--- config.mk ---
export PLATFORM = sky130hd
export DESIGN_NAME = uart_tx_fifo
export DESIGN_NICKNAME = d
export VERILOG_FILES = /design/src/rtl/uart_tx_fifo.sv
export SDC_FILE = /design/constraint.sdc
export NUM_CORES = 1
export LEC_CHECK = 0
export ABC_AREA = 1
export ABC_CLOCK_PERIOD_IN_PS = 2900
export BUFFER_PORTS_ARGS = -buffer_cell sky130_fd_sc_hd__buf_2
export CORE_MARGIN = 8
export CORE_UTILIZATION = 59
export CTS_CLUSTER_DIAMETER = 30
export DETAILED_ROUTE_END_ITERATION = 8
export HOLD_SLACK_MARGIN = 0.15
export PLACE_DENSITY = 0.8
export SLEW_MARGIN = 20
export SYNTH_ARGS = -nofsm -noshare
export SYNTH_HDL_FRONTEND = slang
export SYNTH_SLANG_ARGS = --single-unit
--- constraint.sdc ---
create_clock -name clk -period 2.9 [get_ports clk]
set_input_delay 0.145 -clock clk [delete_from_list [all_inputs] [get_ports clk]]
set_output_delay 0.145 -clock clk [all_outputs]
set_load 0.05 [all_outputs]
--- src/rtl/uart_tx_fifo.sv ---
// uart_tx_fifo: memory-mapped transmit queue in front of the uart_tx serializer.
// CPU stores to DATA are queued; a small launch FSM hands one byte at a time to
// uart_tx with a single-cycle tx_start once the serializer is idle.
//
// state      | meaning
// -----------+-------------------------------------------------------------
// IDLE       | waiting for a queued byte and an idle serializer
// WAIT_BUSY  | byte launched; waiting for uart_tx to raise tx_busy (bounded)
// WAIT_DONE  | serializer shifting; waiting for tx_busy to fall
module uart_tx_fifo #(
  parameter int DEPTH = 16,
  parameter int PTR_W = 4
) (
  input  logic        clk,
  input  logic        rst,
  input  logic        chip_select,
  input  logic        write_enable,
  input  logic        addr,
  input  logic [31:0] write_data,
  output logic [31:0] read_data,
  input  logic        tx_busy,
  output logic        tx_start,
  output logic [7:0]  tx_data
);

  typedef enum logic [1:0] {
    ST_IDLE      = 2'd0,
    ST_WAIT_BUSY = 2'd1,
    ST_WAIT_DONE = 2'd2
  } state_t;

  localparam int CNT_W = PTR_W + 1;
  localparam logic [CNT_W-1:0] CNT_FULL = CNT_W'(DEPTH);
  // Down-counter terminal count at zero gives four cycles in WAIT_BUSY.
  localparam logic [1:0] TMO_LOAD = 2'd3;

  logic [7:0] mem [DEPTH];

  logic [PTR_W-1:0] wr_ptr_q, wr_ptr_d;
  logic [PTR_W-1:0] rd_ptr_q, rd_ptr_d;
  logic [CNT_W-1:0] count_q, count_d;
  logic             ovf_q, ovf_d;
  state_t           state_q, state_d;
  logic [1:0]       tmr_q, tmr_d;
  logic             tx_start_q, tx_start_d;
  logic [7:0]       tx_data_q, tx_data_d;

  logic data_wr;
  logic stat_wr;
  logic fifo_full;
  logic fifo_empty;
  logic push;
  logic pop;
  logic active;
  logic [31:0] status;

  // Only bit 3 of a STATUS store and the low byte of a DATA store matter.
  logic unused_wdata;
  assign unused_wdata = ^{write_data[31:8], write_data[2:0]};

  assign data_wr    = chip_select & write_enable & ~addr;
  assign stat_wr    = chip_select & write_enable & addr;
  assign fifo_full  = (count_q == CNT_FULL);
  assign fifo_empty = (count_q == '0);
  // Fullness uses the pre-edge count, so a push into a full FIFO is dropped
  // even when a pop happens on the same edge.
  assign push       = data_wr & ~fifo_full;
  assign pop        = (state_q == ST_IDLE) & ~fifo_empty & ~tx_busy;
  assign active     = ~fifo_empty | tx_busy | (state_q != ST_IDLE);

  // Next pointers, occupancy and sticky overflow flag.
  always_comb begin
    wr_ptr_d = wr_ptr_q;
    rd_ptr_d = rd_ptr_q;
    count_d  = count_q;
    ovf_d    = ovf_q;
    if (push) wr_ptr_d = wr_ptr_q + PTR_W'(1);
    if (pop)  rd_ptr_d = rd_ptr_q + PTR_W'(1);
    case ({push, pop})
      2'b10:   count_d = count_q + CNT_W'(1);
      2'b01:   count_d = count_q - CNT_W'(1);
      default: count_d = count_q;
    endcase
    if (data_wr && fifo_full) begin
      ovf_d = 1'b1;
    end else if (stat_wr && write_data[3]) begin
      ovf_d = 1'b0;
    end
  end

  // Launch FSM: next state, busy-wait timer and registered tx outputs.
  always_comb begin
    state_d    = state_q;
    tmr_d      = tmr_q;
    tx_start_d = 1'b0;
    tx_data_d  = tx_data_q;
    case (state_q)
      ST_IDLE: begin
        if (pop) begin
          tx_start_d = 1'b1;
          tx_data_d  = mem[rd_ptr_q];
          tmr_d      = TMO_LOAD;
          state_d    = ST_WAIT_BUSY;
        end
      end
      ST_WAIT_BUSY: begin
        if (tx_busy) begin
          state_d = ST_WAIT_DONE;
        end else if (tmr_q == 2'd0) begin
          state_d = ST_IDLE;
        end else begin
          tmr_d = tmr_q - 2'd1;
        end
      end
      ST_WAIT_DONE: begin
        if (!tx_busy) state_d = ST_IDLE;
      end
      default: state_d = ST_IDLE;
    endcase
  end

  // Register read-back; count field width follows PTR_W, rest zero.
  always_comb begin
    status              = '0;
    status[0]           = active;
    status[1]           = fifo_full;
    status[2]           = fifo_empty;
    status[3]           = ovf_q;
    status[4 +: CNT_W]  = count_q;
    read_data           = (chip_select && addr) ? status : 32'd0;
  end

  // Queue storage; contents are don't-care until written, so no reset.
  always_ff @(posedge clk) begin
    if (push) mem[wr_ptr_q] <= write_data[7:0];
  end

  // State registers.
  always_ff @(posedge clk or negedge rst) begin
    if (!rst) begin
      wr_ptr_q   <= '0;
      rd_ptr_q   <= '0;
      count_q    <= '0;
      ovf_q      <= 1'b0;
      state_q    <= ST_IDLE;
      tmr_q      <= 2'd0;
      tx_start_q <= 1'b0;
      tx_data_q  <= 8'h00;
    end else begin
      wr_ptr_q   <= wr_ptr_d;
      rd_ptr_q   <= rd_ptr_d;
      count_q    <= count_d;
      ovf_q      <= ovf_d;
      state_q    <= state_d;
      tmr_q      <= tmr_d;
      tx_start_q <= tx_start_d;
      tx_data_q  <= tx_data_d;
    end
  end

  assign tx_start = tx_start_q;
  assign tx_data  = tx_data_q;

endmodule

==> metrics.csv, run 1 <==
metric,value,unit
initial_core_util,60.1,%
status,"finished, final reports clean",
cp_top_family,simple AND/OR/NAND/NOR gates,
port_buffers,31,
cp-start-kind,flop,
ys_types,25,
drv_slew,0,
min_path_type,in2async,
layout_min_cycle_time,2.46,ns
syn_inst,736,
fin_cells,948,
gp_congestion,0.929,
die_area,0.0159,sq mm
crit_buf_inv,1,
tightest_slew,1.09,ns
worstPathMaxFanout,16,
vias,5120,
multi_input_area,0.00191,sq mm
timing.hold.ws,0.288,ns
die_y,126,um
drt_pass1_iterations,8,
area_growth,14.5,%
leakagePower,3.77,nW
die_w,126,um
cts_resized,0,
power,0.00807,W
grt_pass1_wl,25100,um
post-route-period-util,84.7,%
netlist_area,0.00716,sq mm
wl_per_cell,16.4,um
dp.cells,904,
h-tree-depth,4,
ir_drop,0.000521,V
crit_path_end_kind,flop,
wl,15600,um
critical_path_required,3.22,ns
yosysSeqAreaShare,63.1,%
fin_skew,0.00465,ns
worst-setup-path-type,reg2reg,
post_cts.repair.setup_buffers,0,
gr-total-overflow,0,
clk_latency,0.42,ns
yosysWarnings,0,
clk_path_buf_depth,2,
cp_common_cell,nand2_1,
grt_usage,20.3,%
first_iter_violations,583,
crit_chain,nor2_1 > nand3_1 > inv_2 > nand2_2 > nand2_2 > ha_1 > xor2_1 > ha_1 > a21oi_1 > nor2_1 > nand2_1 > nand2_1 > nand2_1 > nand2_1 > nand2_1 > nand2_1,
root_buffer,clkbuf_16,
ff2ff_path_depth,16,
rsz0062_at_grt,no,
critPathMaxStageDelay,0.42,ns
drc,0,
worst-endpoint-arrival,2.77,ns
cts_sinks,155,
finalSetupTns,0,ns
clk_pin_slew,0.06,ns
setup_violations,0,
power.density,984,mW/mm^2
fmax,407,MHz
cp_slowest_cell,dfrtp_1,
crit_cells,16,
nets,835,
postRouteAntennaNets,0,
ctsHoldBuffers,12,
grt_pass1_vias,5060,
maxCapViolations,0,
dp.final_hpwl,9670,um
syn_area_per_cell,9.73,sq um
layout-drive-gt1-share,11.1,%
nFillCells,804,
cts_buffers,17,
antenna_found_initial,0,
synth-seq-cells,155,
via_per_inst,5.40,
relSlewSlack,27.2,%
pin_count,79,
diodes,0,
hold_viol,0,
grt_max_degree,67,
cts_tree,yes,
seqCellArea,0.00452,sq mm
core,0.0119,sq mm
num_rows,40,
cells in the mapped netlist:
cell      instances  area [sq um]
nand2_1         232           871
edfxtp_1        128          3840
inv_1           119           447
nand3_1         102           510
buf_4            33           248
dfrtp_1          27           676
nor2_1           17          63.8
buf_2            16          80.1
nor3_1           13          65.1
o21ai_0          10          50.1
ha_1              9           113
xor2_1            8          70.1
inv_2             4          15.0
nand2_2           3          18.8
a21oi_1           2          10.0
clkinv_1          2          7.51
nand3b_1          2          15.0
xnor2_1           2          17.5
a31oi_1           1          6.26
buf_6             1          11.3
clkbuf_1          1          3.75
clkbuf_2          1          5.00
conb_1            1          3.75
o21ai_1           1          5.00
o31ai_1           1          7.51
final cells by class:
type / count / area share (%)
repair buffers: 63 / 5.34
multi-input cells: 426 / 23.3
clock buffers: 19 / 5.28
inverters: 125 / 5.72
well taps: 147 / 2.24
flip-flops and latches: 155 / 55.1
clock inverters: 13 / 3.01
power breakdown:
part	switching, W	internal [W]
combinational	0.00197	0.000786
sequential	0.000144	0.00264
clock	0.000835	0.00169
state kept, by name, indices dropped and copies added, names as in the netlist:
name / cells
ovf_q: 1
state_q: 2
tx_data: 8
tx_start: 1
wr_ptr_q: 4
mem: 128
count_q: 5
rd_ptr_q: 4
tmr_q: 2
stage by stage:
step                      cell area, sq um  worst slack, ns  util [%]
after floorplan                       7250            0.656         -
after global placement                7400            0.569      62.1
after detailed placement              7400            0.487      62.1
after CTS                             8200            0.467      68.8
after global routing                  8200            0.176      68.8
final                                 8200            0.442      68.8
per-layer routing:
layer | share of wire (%) | global-route usage [%] | vias up
met4 | 3.0 | 8.92 | 0
met2 | 50 | 34.2 | 278
met5 | 0 | 0 | -
met3 | 8.7 | 5.91 | 43
met1 | 38 | 23.7 | 2396
li1 | - | - | 2403
cells by family (layout without fill, tap and decap cells):
logic type | after synthesis | in the layout | share of synthesized area (%)
flops | 155 | 155 | 63.1
xor+xnor | 10 | 10 | 1.22
buf+inv | 177 | 220 | 11.4
other cells | 1 | 23 | 0.0524
fa+ha+maj | 9 | 9 | 1.57
compound gates | 15 | 15 | 1.10
simple gates | 369 | 369 | 21.6
layout by cell type (no fill, tap or decap), types with 2 or more instances in the layout:
master / instances
o21ai_0: 10
nand3b_1: 2
clkinv_2: 4
ha_1: 9
nor2_1: 17
nand3_1: 102
a21oi_1: 2
inv_1: 119
clkbuf_16: 17
xnor2_1: 2
xor2_1: 8
buf_4: 19
nand2_2: 3
dfrtp_1: 26
nand2_1: 232
dlygate4sd3_1: 12
nor3_1: 13
clkinv_1: 2
inv_2: 4
buf_2: 31
bufinv_16: 7
edfxtp_1: 128
conb_1: 23
clkbuf_1: 2
path summary, 6_finish.rpt:
| path | slack [ns] | from | to |
|---|---|---|---|
| worst max-delay path | 0.44 | count_q[0] | count_q[4] |
| worst min-delay path | 0.29 | rst | tx_start |
| worst max register to register | 0.44 | count_q[0] | count_q[4] |
| worst min register to register | 0.47 | tx_data[6] | tx_data[6] |
| max in group asynchronous | 2.14 | rst | rd_ptr_q[0] |
| min in group clk | 0.37 | chip_select | wr_ptr_q[0] |
No activity file was read; power rests on OpenSTA's default activity.
==> inputs of run 2 (changes only) <==
ABC_AREA = 0   (was 1)
ABC_CLOCK_PERIOD_IN_PS = 2390   (was 2900)
CORE_UTILIZATION = 58   (was 59)
clock period = 2.39 ns   (was 2.9 ns; I/O delays follow)
==> run 2 against run 1 <==
The run now ends with setup timing left. Register-to-register slack worse by 0.54 ns. Global-route usage down 1.7 points. Sequential power up 29%. Design area down 6.8%. Sequential share of layout area up 4.1 points. Clock-buffer cell count up 2. Critical endpoint unchanged. Largest cell class unchanged. Largest power group unchanged. Highest routed layer unchanged.
==> metrics.csv, run 2 <==
metric,value,unit
drt_pass1_iterations,5,
drc,0,
vias,3477,
ys_async_sr_fraction,17.4,%
grt_use_met1,22.6,%
gr-total-overflow,0,
setup_violations,1,
worst-setup-path-type,reg2reg,
yosysWarnings,0,
worstPathMaxFanout,4,
met3_usage,5.83,%
relSlewSlack,37.6,%
via_per_inst,5.91,
ff2ff_setup_slack,-0.10,ns
regMostFlops,mem,
worst-endpoint-arrival,2.79,ns
core,0.0109,sq mm
syn_inst,368,
area_growth,16.9,%
maxCapViolations,0,
synth_area_leaders,"edfxtp_1 (59%), dfrtp_1 (10%), mux4_2 (7.6%), mux4_1 (4.0%), buf_4 (2.9%)",
postRouteAntennaNets,0,
final_cell_mix,"edfxtp_1 (128), buf_2 (31), dfrtp_1 (25), conb_1 (23), buf_4 (23)",
syn_area_per_cell,17.8,sq um
netlist_area,0.00654,sq mm
dp.final_hpwl,8290,um
grt_use_met2,30.5,%
num_rows,38,
status,"complete, but fails checks",
nets,482,
grt_pass1_wl,20100,um
synth_top_area_cell,edfxtp_1,
wl_per_cell,22.5,um
seqCellArea,0.00452,sq mm
layout_min_cycle_time,2.49,ns
drv_slew,0,
grt_pass1_vias,3601,
r2r_end,count_q[4],
tightest_slew,0.933,ns
clk_path_buf_depth,2,
h-tree-depth,4,
clk_latency,0.41,ns
multi_input_area,0.00188,sq mm
yosysSeqAreaShare,69.1,%
ir_drop,0.000788,V
initial_core_util,59.8,%
port_buffers,31,
die_area,0.0149,sq mm
synth-seq-cells,155,
grt_max_degree,28,
cts_buffers,17,
cts_sinks,155,
place_ws,-0.0724,ns
largest_reg_flops,128,
ff2ff_path_depth,9,
cp-startpoint,count_q[3],
synth_top_area_share,58.8,%
crit_path_end,count_q[4],
violations,setup timing,
crit_path_end_kind,flop,
wl,13200,um
cp-start-kind,flop,
die_y,122,um
root_buffer,clkbuf_16,
fin_skew,0.00620,ns
reg2reg_from,count_q[3],
synth-edff-count,128,
worst_slack,-0.102,ns
rsz0062_at_grt,yes,
nFillCells,657,
leakagePower,2.76,nW
gp_congestion,0.795,
synth_most_common_cell,edfxtp_1,
diodes,0,
final_core_util,69.9,%
ys_types,44,
clk_pin_slew,0.06,ns
ys_top_cells_by_count,"edfxtp_1 (128), dfrtp_1 (27), buf_4 (25)",
layout-drive-gt1-share,29.5,%
min_path_type,in2async,
critical_path_required,2.69,ns
pin_count,79,
fmax,401,MHz
post-route-period-util,104,%
synthFlopType,edfxtp_1,
final_common_cell,edfxtp_1,
grt_busiest_layer,met2,
grt_usage,18.6,%
antenna_found_initial,0,
die_w,122,um
cts_tree,yes,
first_iter_violations,262,
power.density,1190,mW/mm^2
hold_viol,0,
[run 2: repair_timing]
item,4_1_cts,5_1_grt
endpoints found under the hold margin,160,0
buffers inserted,2,2
gates resized for setup,3,5
setup endpoints to repair,1,9
pin swaps,3,4
hold buffers,12,0
gates cloned,0,0
[run 2: how the worst min path moves through the flow]
stage,endpoint
2_1_floorplan,count_q[0]
3_3_place_gp,count_q[0]
3_5_place_dp,count_q[2]
4_1_cts,count_q[2]
5_1_grt,count_q[0]
6_report,count_q[0]
[run 2: stage by stage]
stage	power [W]	instance area, sq um	setup TNS, ns	cells	hold WS [ns]
after global routing	0.00951	7640	-0.207	588	0.319
after detailed placement	0.00638	6870	-0.0724	540	0.172
after CTS	0.00906	7580	0	586	0.269
after global placement	0.00623	6870	0	540	0.162
after floorplan	0.00571	6670	-0.179	390	-0.176
final	0.00911	7640	-0.102	588	0.257
[run 2: final cells by class]
cell class / count / area share, %
Timing Repair Buffer: 67 / 6.12
Clock inverter: 11 / 1.65
Tap cell: 140 / 2.29
Clock buffer: 21 / 5.89
Inverter: 6 / 0.295
Sequential cell: 155 / 59.2
Multi-Input combinational cell: 188 / 24.6
[run 2: per-layer routing]
metal	up-vias	part of all wire [%]
met5	-	0
met1	1752	39
li1	1543	-
met2	159	51
met3	23	8.4
met4	0	1.8
[run 2: logic make-up (layout without fill, tap and decap cells)]
kind of cell,Yosys count,count (layout),synth area share (%)
AO/OA/AOI/OAI,43,43,4.52
XOR/XNOR,12,12,1.61
adder cells (fa/ha/maj),9,9,1.72
buffers and inverters,47,105,4.67
flip-flops,155,155,69.1
multiplexers,43,43,13.5
other,1,23,0.0574
AND/OR/NAND/NOR,58,58,4.82
[run 2: report_power, final]
part,switching [W],total [W],internal [W]
registers,0.000372,0.00358,0.00320
clock network,0.000975,0.00262,0.00165
logic,0.00158,0.00291,0.00133
[run 2: worst max-delay path, cell delays in order, from the launching register on]
cell,delay [ns]
dfrtp_2,0.42
nor4_4,0.43
a21boi_2,0.14
ha_4,0.19
xor2_2,0.15
ha_4,0.18
nor4b_4,0.20
mux2i_1,0.14
o211a_1,0.19
a2111oi_4,0.34
==> inputs of run 3 (changes only) <==
--- a/config.mk
+++ b/config.mk
@@ -10,2 +10,3 @@
 export BUFFER_PORTS_ARGS = -buffer_cell sky130_fd_sc_hd__buf_2
+export CAP_MARGIN = 20
 export CORE_MARGIN = 8
==> constraint.sdc (replaced) <==
create_clock -name clk -period 2.39 [get_ports clk]
set_input_delay 0.3585 -clock clk [delete_from_list [all_inputs] [get_ports clk]]
set_output_delay 0.3585 -clock clk [all_outputs]
set_load 0.05 [all_outputs]
==> run 3 against run 2 <==
The run now ends clean. Global-route usage decreased by 0.66 points. Total power decreased by 1.2%. Sequential share of layout area increased by 0.97 points. Largest power group unchanged.
==> metrics.csv, run 3 (same netlist as run 2, synthesis figures left out) <==
metric,value,unit
ff2ff_path_depth,6,
rsz0062_at_grt,yes,
crit_path_end_kind,output pin,
cp-start-kind,flop,
cts_buffers,17,
nets,470,
postRouteAntennaNets,0,
die_area,0.0149,sq mm
timing.hold.ws,0.186,ns
grt_max_degree,28,
vias,3396,
grt_usage,17.9,%
finalSetupTns,0,ns
hold_viol,0,
hold_path_depth,2,
drc,0,
leakagePower,2.68,nW
fmax,432,MHz
wl,12600,um
gp_congestion,0.769,
core,0.0109,sq mm
min_path_type,in2reg,
dpl_cell_area,0.00690,sq mm
ir_drop,0.000755,V
drt_pass1_iterations,5,
root_buffer,clkbuf_16,
die_w,122,um
fin_skew,0.00977,ns
layout-drive-gt1-share,31.5,%
regMostFlops,mem,
die_y,122,um
final_common_cell,edfxtp_1,
drv_slew,0,
dp.final_hpwl,7850,um
cts_sinks,155,
largest_reg_flops,128,
pin_count,79,
maxCapViolations,0,
status,"finished, final reports clean",
h-tree-depth,4,
relSlewSlack,42.3,%
cts_tree,yes,
clk_path_buf_depth,2,
design_area,0.00752,sq mm
clk_latency,0.42,ns
setup_violations,0,
post-route-period-util,96.8,%
grt_pass1_vias,3447,
worst-setup-path-type,reg2out,
worstPathMaxFanout,5,
num_rows,38,
clk_pin_slew,0.06,ns
worst-endpoint-arrival,1.96,ns
power.density,1200,mW/mm^2
nFillCells,708,
via_per_inst,5.91,
layout_min_cycle_time,2.31,ns
initial_core_util,59.8,%
gr-total-overflow,0,
grt_pass1_wl,19500,um
critical_path_required,2.03,ns
area_growth,15.0,%
wl_per_cell,22.0,um
port_buffers,31,
first_iter_violations,274,
final_cell_mix,"edfxtp_1 (128), buf_2 (29), dfrtp_1 (25), conb_1 (23), buf_4 (23)",
post_cts.repair.setup_buffers,0,
antenna_found_initial,0,
diodes,0,
tightest_slew,0.862,ns
## run 3: cell types whose count changed in the layout (fill, tap and decap cells not counted), moves of 2 or more
cell           change
clkinv_2           -3
clkinvlp_4         +5
clkinv_1           -2
nor3_2             +2
nor3_1             -2
nor2_2             +2
nor2_1             -2
dlygate4sd3_1     -11
buf_2              -2
## run 3: final timing paths
check / startpoint / to / slack, ns
worst max-delay path: count_q[3] / read_data[1] / 0.08
worst min-delay path: tx_busy / state_q[1] / 0.19
worst max register to register: count_q[1] / mem[7][1] / 0.09
worst min register to register: tmr_q[0] / tmr_q[0] / 0.50
max in group asynchronous: rst / rd_ptr_q[2] / 1.44
min in group asynchronous: rst / count_q[1] / 0.49
## run 3: worst max-delay path, cell delays in order (launching register included)
cell,delay (ns)
dfrtp_2,0.42
buf_4,0.16
or4_4,0.59
nor3_2,0.11
clkbuf_4,0.24
## run 3: layout make-up
type | instances | area (sq um) | share of cell area (%)
flip-flops and latches | 155 | 4520 | 60.1
multi-input cells | 188 | 1860 | 24.7
clock buffers | 19 | 433 | 5.76
repair buffers | 55 | 355 | 4.73
well taps | 140 | 175 | 2.33
clock inverters | 12 | 150 | 2.00
inverters | 6 | 22.5 | 0.300
## run 3: per-layer routing
layer	wire, um	vias to the layer above	track usage (%)
li1	-	1512	-
met4	137	0	5.71
met1	5050	1719	22.8
met2	6470	150	29.4
met5	0	-	0
met3	987	15	4.95
## run 3: power breakdown
part	total [W]	leakage (nW)	switching (W)	internal, W
registers	0.00360	1.46	0.000393	0.00320
logic	0.00276	0.955	0.00151	0.00125
clock network	0.00264	0.268	0.00101	0.00163
## run 3: stage by stage
stage | setup slack [ns] | total power, W | util (%) | cells
2_1_floorplan | -0.179 | 0.00572 | - | 390
3_3_place_gp | 0.0606 | 0.00625 | 63.1 | 543
5_1_grt | -0.0392 | 0.00938 | 68.8 | 575
4_1_cts | 0.00584 | 0.00902 | 68.5 | 575
6_report | 0.0754 | 0.00900 | 68.8 | 575
3_5_place_dp | -0.0404 | 0.00636 | 63.1 | 543
## run 3: repair_timing
item	4_1_cts	5_1_grt
hold endpoints to repair	27	0
resized for setup	2	8
hold buffers	1	0
pin swaps	0	2
cloned	0	0
setup endpoints to repair	1	36
